**src/rtl/uart_rx_deserializer.sv**
```systemverilog
// Oversampled UART receiver: synchronizes rx, frames 5-8 data bits with optional parity,
// and pushes each character with pe/fe/bi flags. Define UART_RX_MAJORITY_EN for 3-sample voting.
module uart_rx_deserializer #(
    parameter int unsigned OVERSAMPLE  = 16,
    parameter int unsigned SYNC_STAGES = 2
) (
    input  logic       clk_i,
    input  logic       rst_ni,
    input  logic       baud_pulse_i,
    input  logic       rx_i,
    input  logic [1:0] wls_i,
    input  logic       stb_i,
    input  logic       pen_i,
    input  logic       eps_i,
    input  logic       sp_i,
    output logic [7:0] rx_data_o,
    output logic       rx_push_o,
    output logic       pe_o,
    output logic       fe_o,
    output logic       bi_o,
    output logic       rx_busy_o
);

    localparam int unsigned TickW = (OVERSAMPLE > 2) ? $clog2(OVERSAMPLE) : 1;

    localparam logic [TickW-1:0] BitLast = TickW'(OVERSAMPLE - 1);
`ifdef UART_RX_MAJORITY_EN
    localparam logic [TickW-1:0] StartLast = TickW'(OVERSAMPLE / 2);
`else
    localparam logic [TickW-1:0] StartLast = TickW'(OVERSAMPLE / 2 - 1);
`endif

    typedef enum logic [2:0] {
        StIdle,
        StStart,
        StData,
        StParity,
        StStop,
        StPush,
        StWaitHigh
    } state_e;

    state_e             state_q, state_d;
    logic [TickW-1:0]   tick_q, tick_d;
    logic [2:0]         bit_cnt_q, bit_cnt_d;
    logic [7:0]         shreg_q, shreg_d;
    logic               par_bit_q, par_bit_d;
    logic [1:0]         wls_q, wls_d;
    logic               pen_q, pen_d;
    logic               eps_q, eps_d;
    logic               sp_q, sp_d;
    logic [7:0]         rx_data_q, rx_data_d;
    logic               pe_q, pe_d;
    logic               fe_q, fe_d;
    logic               bi_q, bi_d;

    logic [SYNC_STAGES-1:0] sync_q;
    logic                   rxs;
    logic                   bit_val;
    logic                   bit_sample;
    logic                   start_sample;
    logic                   last_bit;
    logic                   par_exp;

    // Stop-bit count only matters to the transmitter.
    logic unused_stb;
    assign unused_stb = stb_i;

    always_ff @(posedge clk_i) begin
        if (!rst_ni) begin
            sync_q <= '1;
        end else begin
            sync_q <= {sync_q[SYNC_STAGES-2:0], rx_i};
        end
    end

    assign rxs = sync_q[SYNC_STAGES-1];

`ifdef UART_RX_MAJORITY_EN
    logic [1:0] vote_q;

    // Two previous tick samples plus the current one form the vote.
    always_ff @(posedge clk_i) begin
        if (!rst_ni) begin
            vote_q <= 2'b11;
        end else if (baud_pulse_i) begin
            vote_q <= {vote_q[0], rxs};
        end
    end

    assign bit_val = (vote_q[1] & vote_q[0]) | (vote_q[1] & rxs) | (vote_q[0] & rxs);
`else
    assign bit_val = rxs;
`endif

    assign bit_sample   = baud_pulse_i && (tick_q == BitLast);
    assign start_sample = baud_pulse_i && (tick_q == StartLast);
    assign last_bit     = (bit_cnt_q == (3'd4 + {1'b0, wls_q}));
    assign par_exp      = sp_q ? ~eps_q : (eps_q ? ^shreg_q : ~^shreg_q);

    always_comb begin
        state_d   = state_q;
        tick_d    = tick_q;
        bit_cnt_d = bit_cnt_q;
        shreg_d   = shreg_q;
        par_bit_d = par_bit_q;
        wls_d     = wls_q;
        pen_d     = pen_q;
        eps_d     = eps_q;
        sp_d      = sp_q;
        rx_data_d = rx_data_q;
        pe_d      = pe_q;
        fe_d      = fe_q;
        bi_d      = bi_q;

        unique case (state_q)
            StIdle: begin
                if (baud_pulse_i && !rxs) begin
                    state_d   = StStart;
                    tick_d    = '0;
                    bit_cnt_d = '0;
                    shreg_d   = '0;
                    par_bit_d = 1'b1;
                    wls_d     = wls_i;
                    pen_d     = pen_i;
                    eps_d     = eps_i;
                    sp_d      = sp_i;
                end
            end

            StStart: begin
                if (start_sample) begin
                    tick_d  = '0;
                    state_d = bit_val ? StIdle : StData;
                end else if (baud_pulse_i) begin
                    tick_d = tick_q + TickW'(1);
                end
            end

            StData: begin
                if (bit_sample) begin
                    tick_d             = '0;
                    shreg_d[bit_cnt_q] = bit_val;
                    if (last_bit) begin
                        state_d = pen_q ? StParity : StStop;
                    end else begin
                        bit_cnt_d = bit_cnt_q + 3'd1;
                    end
                end else if (baud_pulse_i) begin
                    tick_d = tick_q + TickW'(1);
                end
            end

            StParity: begin
                if (bit_sample) begin
                    tick_d    = '0;
                    par_bit_d = bit_val;
                    state_d   = StStop;
                end else if (baud_pulse_i) begin
                    tick_d = tick_q + TickW'(1);
                end
            end

            StStop: begin
                if (bit_sample) begin
                    tick_d    = '0;
                    rx_data_d = shreg_q;
                    pe_d      = pen_q && (par_bit_q != par_exp);
                    fe_d      = !bit_val;
                    bi_d      = !bit_val && (shreg_q == 8'h00) && (!pen_q || !par_bit_q);
                    state_d   = StPush;
                end else if (baud_pulse_i) begin
                    tick_d = tick_q + TickW'(1);
                end
            end

            StPush: begin
                // A low stop bit may be a held break; wait for the line to recover.
                state_d = fe_q ? StWaitHigh : StIdle;
            end

            StWaitHigh: begin
                if (baud_pulse_i && rxs) begin
                    state_d = StIdle;
                end
            end

            default: begin
                state_d = StIdle;
            end
        endcase
    end

    always_ff @(posedge clk_i) begin
        if (!rst_ni) begin
            state_q   <= StIdle;
            tick_q    <= '0;
            bit_cnt_q <= '0;
            shreg_q   <= '0;
            par_bit_q <= 1'b1;
            wls_q     <= 2'b11;
            pen_q     <= 1'b0;
            eps_q     <= 1'b0;
            sp_q      <= 1'b0;
            rx_data_q <= '0;
            pe_q      <= 1'b0;
            fe_q      <= 1'b0;
            bi_q      <= 1'b0;
        end else begin
            state_q   <= state_d;
            tick_q    <= tick_d;
            bit_cnt_q <= bit_cnt_d;
            shreg_q   <= shreg_d;
            par_bit_q <= par_bit_d;
            wls_q     <= wls_d;
            pen_q     <= pen_d;
            eps_q     <= eps_d;
            sp_q      <= sp_d;
            rx_data_q <= rx_data_d;
            pe_q      <= pe_d;
            fe_q      <= fe_d;
            bi_q      <= bi_d;
        end
    end

    assign rx_data_o = rx_data_q;
    assign pe_o      = pe_q;
    assign fe_o      = fe_q;
    assign bi_o      = bi_q;
    assign rx_push_o = (state_q == StPush);
    assign rx_busy_o = (state_q != StIdle);

endmodule
```
**config.mk**
```make
export PLATFORM = sky130hd
export DESIGN_NAME = uart_rx_deserializer
export DESIGN_NICKNAME = d
export VERILOG_FILES = /design/src/rtl/uart_rx_deserializer.sv
export SDC_FILE = /design/constraint.sdc
export NUM_CORES = 1
export LEC_CHECK = 0
export CAP_MARGIN = 20
export CORE_MARGIN = 2
export CORE_UTILIZATION = 53
export DETAILED_ROUTE_END_ITERATION = 10
export HOLD_SLACK_MARGIN = 0.1
export PLACE_DENSITY = 0.88
export SLEW_MARGIN = 20
export SYNTH_ARGS = -nofsm -noshare
export SYNTH_HDL_FRONTEND = slang
export SYNTH_SLANG_ARGS = --single-unit
```
**constraint.sdc**
```tcl
create_clock -name clk_i -period 2.5 [get_ports clk_i]
set_input_delay 0.375 -clock clk_i [delete_from_list [all_inputs] [get_ports clk_i]]
set_output_delay 0.375 -clock clk_i [all_outputs]
set_load 0.02 [all_outputs]
```
==> results of run 1 <==
## flip-flops by register name (all words and copies together), names as in the netlist, 2 cells and up
name,count
rx_data_o,8
shreg_q,8
tick_q,4
bit_cnt_q,3
state_q,3
sync_q,2
wls_q,2
## final cells by class
type / count / share of cell area, %
Multi-Input combinational cell: 170 / 46.8
Sequential cell: 37 / 32.3
Timing Repair Buffer: 30 / 12.1
Tap cell: 46 / 2.51
Inverter: 15 / 2.45
Clock buffer: 6 / 2.23
Clock inverter: 2 / 1.63
## metal layers
metal / routed length (µm) / track usage (%) / vias to the layer above / share of wire (%)
met5: 0 / 0 / - / 0
met4: 77 / 9.57 / 0 / 1.8
met3: 221 / 4.75 / 11 / 5.2
met2: 2060 / 37.6 / 56 / 49
met1: 1880 / 29.4 / 835 / 44
li1: - / - / 895 / -
## placed cells by master (no fill, tap or decap), types with 6 or more instances in the layout
| cell type | count |
|---|---|
| inv_1 | 14 |
| dfxtp_1 | 37 |
| nand2_1 | 38 |
| nand3_1 | 7 |
| a21oi_1 | 19 |
| buf_4 | 9 |
| ha_1 | 6 |
| mux2i_1 | 11 |
| nor2_1 | 6 |
| or3_1 | 6 |
| clkdlybuf4s50_1 | 21 |
| o21ai_0 | 9 |
| o211ai_1 | 6 |
## logic make-up (layout without fill, tap and decap cells)
logic type                 after synthesis  in the layout  synth area share [%]
AOI/OAI and AO/OA                       57             57                  19.5
xor gates and xnor gates                 6              6                  2.72
and+or+nand+nor                         90             90                  23.9
DFF                                     37             37                  38.4
adders and majority gates                6              6                  3.89
muxes                                   11             11                  5.71
buffers and inverters                   29             53                  5.90
## stage by stage
| step | utilization, % | setup WS [ps] |
|---|---|---|
| 2_1_floorplan | - | 698 |
| 3_3_place_gp | 64.6 | 256 |
| 3_5_place_dp | 64.6 | 169 |
| 4_1_cts | 67.2 | 267 |
| 5_1_grt | 67.2 | 125 |
| 6_report | 67.2 | 267 |
## power breakdown
group / total, µW / leakage, µW / switching [µW] / internal [µW]
combinational: 171 / 0.000492 / 93.8 / 77.6
clock: 445 / 0.0000445 / 207 / 238
sequential: 629 / 0.000299 / 26.0 / 603
total: 1250 / 0.000836 / 327 / 918
## path summary, 6_finish.rpt
check | endpoint | start | cells past startpoint | slack, ps
setup / recovery | rx_busy_o | state_q[2] | 3 | 270
hold reg to reg | sync_q[1] | sync_q[0] | 1 | 420
hold / removal | sync_q[1] | sync_q[0] | 1 | 420
setup reg to reg | shreg_q[0] | state_q[2] | 4 | 510
## worst reg2reg max path: stages, from the launching register on
cell	delay, ps
dfxtp_1	450
or3b_4	450
or3_1	430
or4_1	440
a21oi_1	150
==> summary.md, run 1 <==
| Metric | Value |
|---|---|
| Crit path cell chain | nor3_1 > inv_1 > clkdlybuf4s50_1 |
| Clock Tree Buf Depth | 2 |
| Mapped cell area | 0.00193 mm² |
| Slowest stage cell, crit path | clkdlybuf4s50_1 |
| Post-DP HPWL | between 3000 and 4000 µm |
| Asr flop ratio synth | 0% |
| # setup viols final | 0 |
| Seq cells post-synth | 37 |
| Netlist cell types | 48 |
| Placed cell count | roughly 300 |
| Wire length per cell | 13.9 µm |
| Worst Max-Slew Pin Slew | 457 ps |
| Initial DRC Count | about 160 |
| Initial antenna violation count | 0 |
| Cells after Synth | ~240 |
| Total power | 1250 µW |
| Pleak | between 0.0008 and 0.0009 µW |
| DR vias/cell | ~5.9 |
| Total CTS buffers | 5 |
| Diode count | 0 |
| Slew Limit Headroom | 69.3% |
| Worst-skew pair later-pin latency | about 360 ps |
| Synth top area share | 38.4% |
| Die Width | ~64 µm |
| Maximum number of pins on one net before global-route repair | 24 |
| Slew Limit Fails | 0 |
| Clock root cell | clkbuf_4 |
| Worst Setup End Kind | primary output |
| GPL Wtd Cong | slightly below 0.9 |
| Critical path's largest stage delay | roughly 550 ps |
| Number of synthesized flops with an enable pin | 0 |
| Vias in the first global route | between 1.5k and 2k |
| I/O pin cnt | 23 |
| CP arrival | 1860 ps |
| Delay-heaviest family, CP | buffers and inverters |
| Fin area | 0.00230 mm² |
| Worst IR drop on VDD | 362 µV |
| PortBufs | 21 |
| Post-synthesis sequential area ratio | 38.4% |
| Area contributors post-synth | dfxtp_1 (38%), nand2_1 (7.4%), mux2i_1 (5.7%) |
| # Post-CTS Setup Buffers | 0 |
| Req. time, crit path | around 2100 ps |
| Worst min path class | reg -> reg |
| Cell with the most instances after synthesis | nand2_1 |
| Tmin final | 2230 ps |
| Synth area leader | dfxtp_1 |
| Final nets | 275 |
| Outcome | finished, final reports clean |
| Placed Instance Area | approximately 0.0022 mm² |
| Max Freq | 448 MHz |
| Layout cells sized above 1 | slightly above 8% |
| Final TNS setup | 0 ps |
| Mapped Nets | 252 |
| Gr usage total | between 20% and 30% |
| Depth of the CTS H-tree | 2 |
| Fin crit share | between 80 and 90% |
| Core box area | around 0.0034 mm² |
| First-pass GRT wire length | 7510 µm |
| Rows | 21 |
| CP max FO | 15 |
| DR vias | between 1.5k and 2k |
| RSZ-0062 raised after global routing | false |
| Avg Cell Area, Syn | 8.18 µm² |
| Post-synth top cells | nand2_1 (38), dfxtp_1 (37), a21oi_1 (19) |
| WL final | ~4200 µm |
| Antenna viol nets, final | 0 |
| WP buf/inv | 2 |
| P per Cell Area | approximately 540 mW/mm² |
| Area delta synth->final | 19.0% |
| CTS Hold Buffers Added | 0 |
| Remaining DRCs | 0 |
| Multi-input logic area | 0.00107 mm² |
| Drt pass-1 iters | 5 |
| Fillcell total | ~290 |
| Worst clock skew | between 10 and 15 ps |
| Fin cells | ~300 |
| CTS sink count | 37 |
| Reg clk slew, reported paths | ~110 ps |
| Die area | 0.00414 mm² |
| Startpoint Class | flop |
| Synth warn | 0 |
| Most common flop cell mapped by yosys | dfxtp_1 |
| Remaining global-route overflow | 0 |
| Crit Path Category | reg -> out |
| Worst hold margin | between 400 and 500 ps |
| Die height | between 60 and 70 µm |
| MaxCap Viol Count | 0 |
| Final Hold Fails | 0 |
| Register area | between 700 and 800 µm² |
| Initial Util | 56.5% |
| Cts repair resizes | 0 |
| CTS tree | yes |
No activity file was read; power rests on OpenSTA's default activity.
==> inputs of run 2 (changes only) <==
Settings changed: CTS_CLUSTER_DIAMETER set to 150, SKIP_LAST_GASP set to 1.
==> results of run 2 <==
Same layout as run 1: the final DEF is identical, and so are final timing and power.
==> inputs of run 3 (changes only) <==
--- a/config.mk
+++ b/config.mk
@@ -8,2 +8,3 @@
 export CAP_MARGIN = 20
+export CORE_ASPECT_RATIO = 2
 export CORE_MARGIN = 2
--- a/constraint.sdc
+++ b/constraint.sdc
@@ -3,2 +3,2 @@
 set_output_delay 0.375 -clock clk_i [all_outputs]
-set_load 0.02 [all_outputs]
+set_load 0.01 [all_outputs]
==> run 3 against run 2 <==
Against the previous run: non-clock buffer count down 1; sequential share of layout area rose by 0.14 points; setup slack improved by 84 ps; via count fell by 1.8%; critical path depth unchanged; worst hold slack worse by 16 ps; critical path type unchanged.
==> summary.md, run 3 (same netlist as run 1, synthesis figures left out) <==
| Metric | Value |
|---|---|
| Comb power frac | 14.0% (+0.2 points) |
| Clock Power Share | 33.2% (-2.5 points) |
| Core box area | 0.00357 mm² (+4.5%) |
| Rows | 31 (+48%) |
| I/O pin cnt | 23 (unchanged) |
| Tmin final | 2150 ps (-83.8 ps) |
| CTS sink count | 37 (unchanged) |
| Cts repair resizes | 0 (unchanged) |
| Worst reg2reg startpoint | state_q[0] |
| Vias in the first global route | 1655 (-0.54%) |
| Initial DRC Count | 39 (-75%) |
| Startpoint Class | flop |
| Initial Util | 54.1% (-2.4 points) |
| Drt pass-1 iters | 4 (-1) |
| Outcome | finished, final reports clean |
| DR vias/cell | 5.73 (-2.4%) |
| Max Freq | 465 MHz (+3.9%) |
| NetSw | 324 µW (-0.85%) |
| Die height | 89.3 µm (+39%) |
| Multi-input logic area | 0.00107 mm² (unchanged) |
| Design internal power | 873 µW (-5.0%) |
| Switching portion of total power | 27.1% (+0.83 points) |
| Fin area | 0.00229 mm² (-0.44%) |
| PortBufs | 21 (unchanged) |
| Initial antenna violation count | 0 (unchanged) |
| Slew Limit Fails | 0 (unchanged) |
| Final nets | 274 (-0.36%) |
| Req. time, crit path | 2120 ps (about the same) |
| Worst Max-Slew Pin Slew | 457 ps (-0.188 ps) |
| Depth of the CTS H-tree | 2 (unchanged) |
| Flop pwr share | 52.7% (+2.2 points) |
| Register area | 741 µm² (unchanged) |
| Reg clk slew, reported paths | 70 ps (-40 ps) |
| Most frequent cells in the layout | nand2_1 (38), dfxtp_1 (37), clkdlybuf4s50_1 (21) |
| Crit Path Category | reg -> out |
| Worst Reg-to-Reg Cells | 4 (unchanged) |
| Clock root cell | clkbuf_8 |
| Area delta synth->final | 18.5% |
| Fillcell total | 317 (+8.9%) |
| Die Width | 46.7 µm (-27%) |
| Final TNS setup | 0 ps (unchanged) |
| Hold path depth | 1 (unchanged) |
| CTS Hold Buffers Added | 0 (unchanged) |
| DR vias | 1765 (-1.8%) |
| Maximum number of pins on one net before global-route repair | 20 (-17%) |
| Worst IR drop on VDD | 532 µV (+47%) |
| GPL Wtd Cong | 0.863 (-2.8%) |
| CTS tree | yes |
| Crit path from | state_q[0] |
| Remaining global-route overflow | 0 (unchanged) |
| WL final | 4260 µm (+0.33%) |
| Worst clock skew | 8.81 ps (-5.10 ps) |
| RSZ-0062 raised after global routing | false |
| MaxCap Viol Count | 0 (unchanged) |
| Total CTS buffers | 5 (unchanged) |
| Wire length per cell | 13.8 µm (-0.32%) |
| Layout cells sized above 1 | 7.34% (-0.74 points) |
| Gr usage total | 23.0% (about the same) |
| Diode count | 0 (unchanged) |
| Pleak | 0.000832 µW (-0.45%) |
| Most common cell after layout, fill and taps aside | nand2_1 |
| # Post-CTS Setup Buffers | 0 (unchanged) |
| P per Cell Area | 523 mW/mm² (-3.5%) |
| Fin crit share | 86.0% (-3.4 points) |
| Worst-skew pair later-pin latency | 290 ps (-70 ps) |
| # setup viols final | 0 (unchanged) |
| Die area | 0.00417 mm² (+0.71%) |
| Worst Setup End Kind | primary output |
| CP arrival | 1770 ps (-90 ps) |
| Hold Crit Start | sync_q[0] |
| Remaining DRCs | 0 (unchanged) |
| Clock Tree Buf Depth | 2 (unchanged) |
| Final Hold Fails | 0 (unchanged) |
| CP max FO | 13 (-2) |
| Antenna viol nets, final | 0 (unchanged) |
| Slew Limit Headroom | 69.3% (about the same) |
| Worst min path class | reg -> reg |
| Post-DP HPWL | 3130 µm (-0.10%) |
| First-pass GRT wire length | 7030 µm (-6.3%) |
| Placed Instance Area | 0.00220 mm² (-0.17%) |
[run 3: cell types whose count changed in the layout (fill, tap and decap cells not counted), sizes merged]
cell	previous run	this run
clkinv	1	3
buf	9	8
bufinv	1	0
clkinvlp	1	0
[run 3: per-layer routing]
layer | global-route usage [%] | wire length (µm) | vias up
met5 | 0 | 0 | -
met4 | 14.4 | 165 | 0
met3 | 3.64 | 133 | 16
met2 | 41.2 | 2330 | 43
met1 | 23.3 | 1630 | 825
li1 | - | - | 881
[run 3: area by class of cell]
| cell class | count | area share [%] |
|---|---|---|
| clock buffer | 6 | 3.17 |
| multi-input combinational | 170 | 47.0 |
| sequential | 37 | 32.4 |
| timing repair buffer | 29 | 11.8 |
| inverter | 15 | 2.46 |
| clock inverter | 2 | 0.438 |
| tap | 49 | 2.68 |
[run 3: through the flow]
| step | total power, µW | instances | setup WS (ps) | hold WS [ps] | util, % |
|---|---|---|---|---|---|
| 2_1_floorplan | 747 | 236 | 698 | 386 | - |
| 4_1_cts | 1210 | 308 | 355 | 413 | 64.1 |
| 6_report | 1200 | 308 | 351 | 409 | 64.1 |
| 3_3_place_gp | 805 | 300 | 248 | 390 | 61.7 |
| 5_1_grt | 1250 | 308 | 222 | 437 | 64.1 |
| 3_5_place_dp | 810 | 300 | 205 | 396 | 61.7 |
[run 3: power groups by stage]
stage	sequential, µW	combinational, µW	clock (µW)
2_1_floorplan	626	121	0
3_3_place_gp	643	162	0
3_5_place_dp	644	167	0
4_1_cts	630	168	408
5_1_grt	633	185	432
6_report	631	168	398
[run 3: path summary, 6_finish.rpt]
kind,end,slack (ps)
max,rx_busy_o,350
min,sync_q[1],410
max reg2reg,shreg_q[0],540
min reg2reg,sync_q[1],410
[run 3: worst max-delay path, cell delays in order (launching register included)]
cell and delay (ps):
dfxtp_1 440, nor3_1 440, inv_1 110, clkdlybuf4s50_1 500
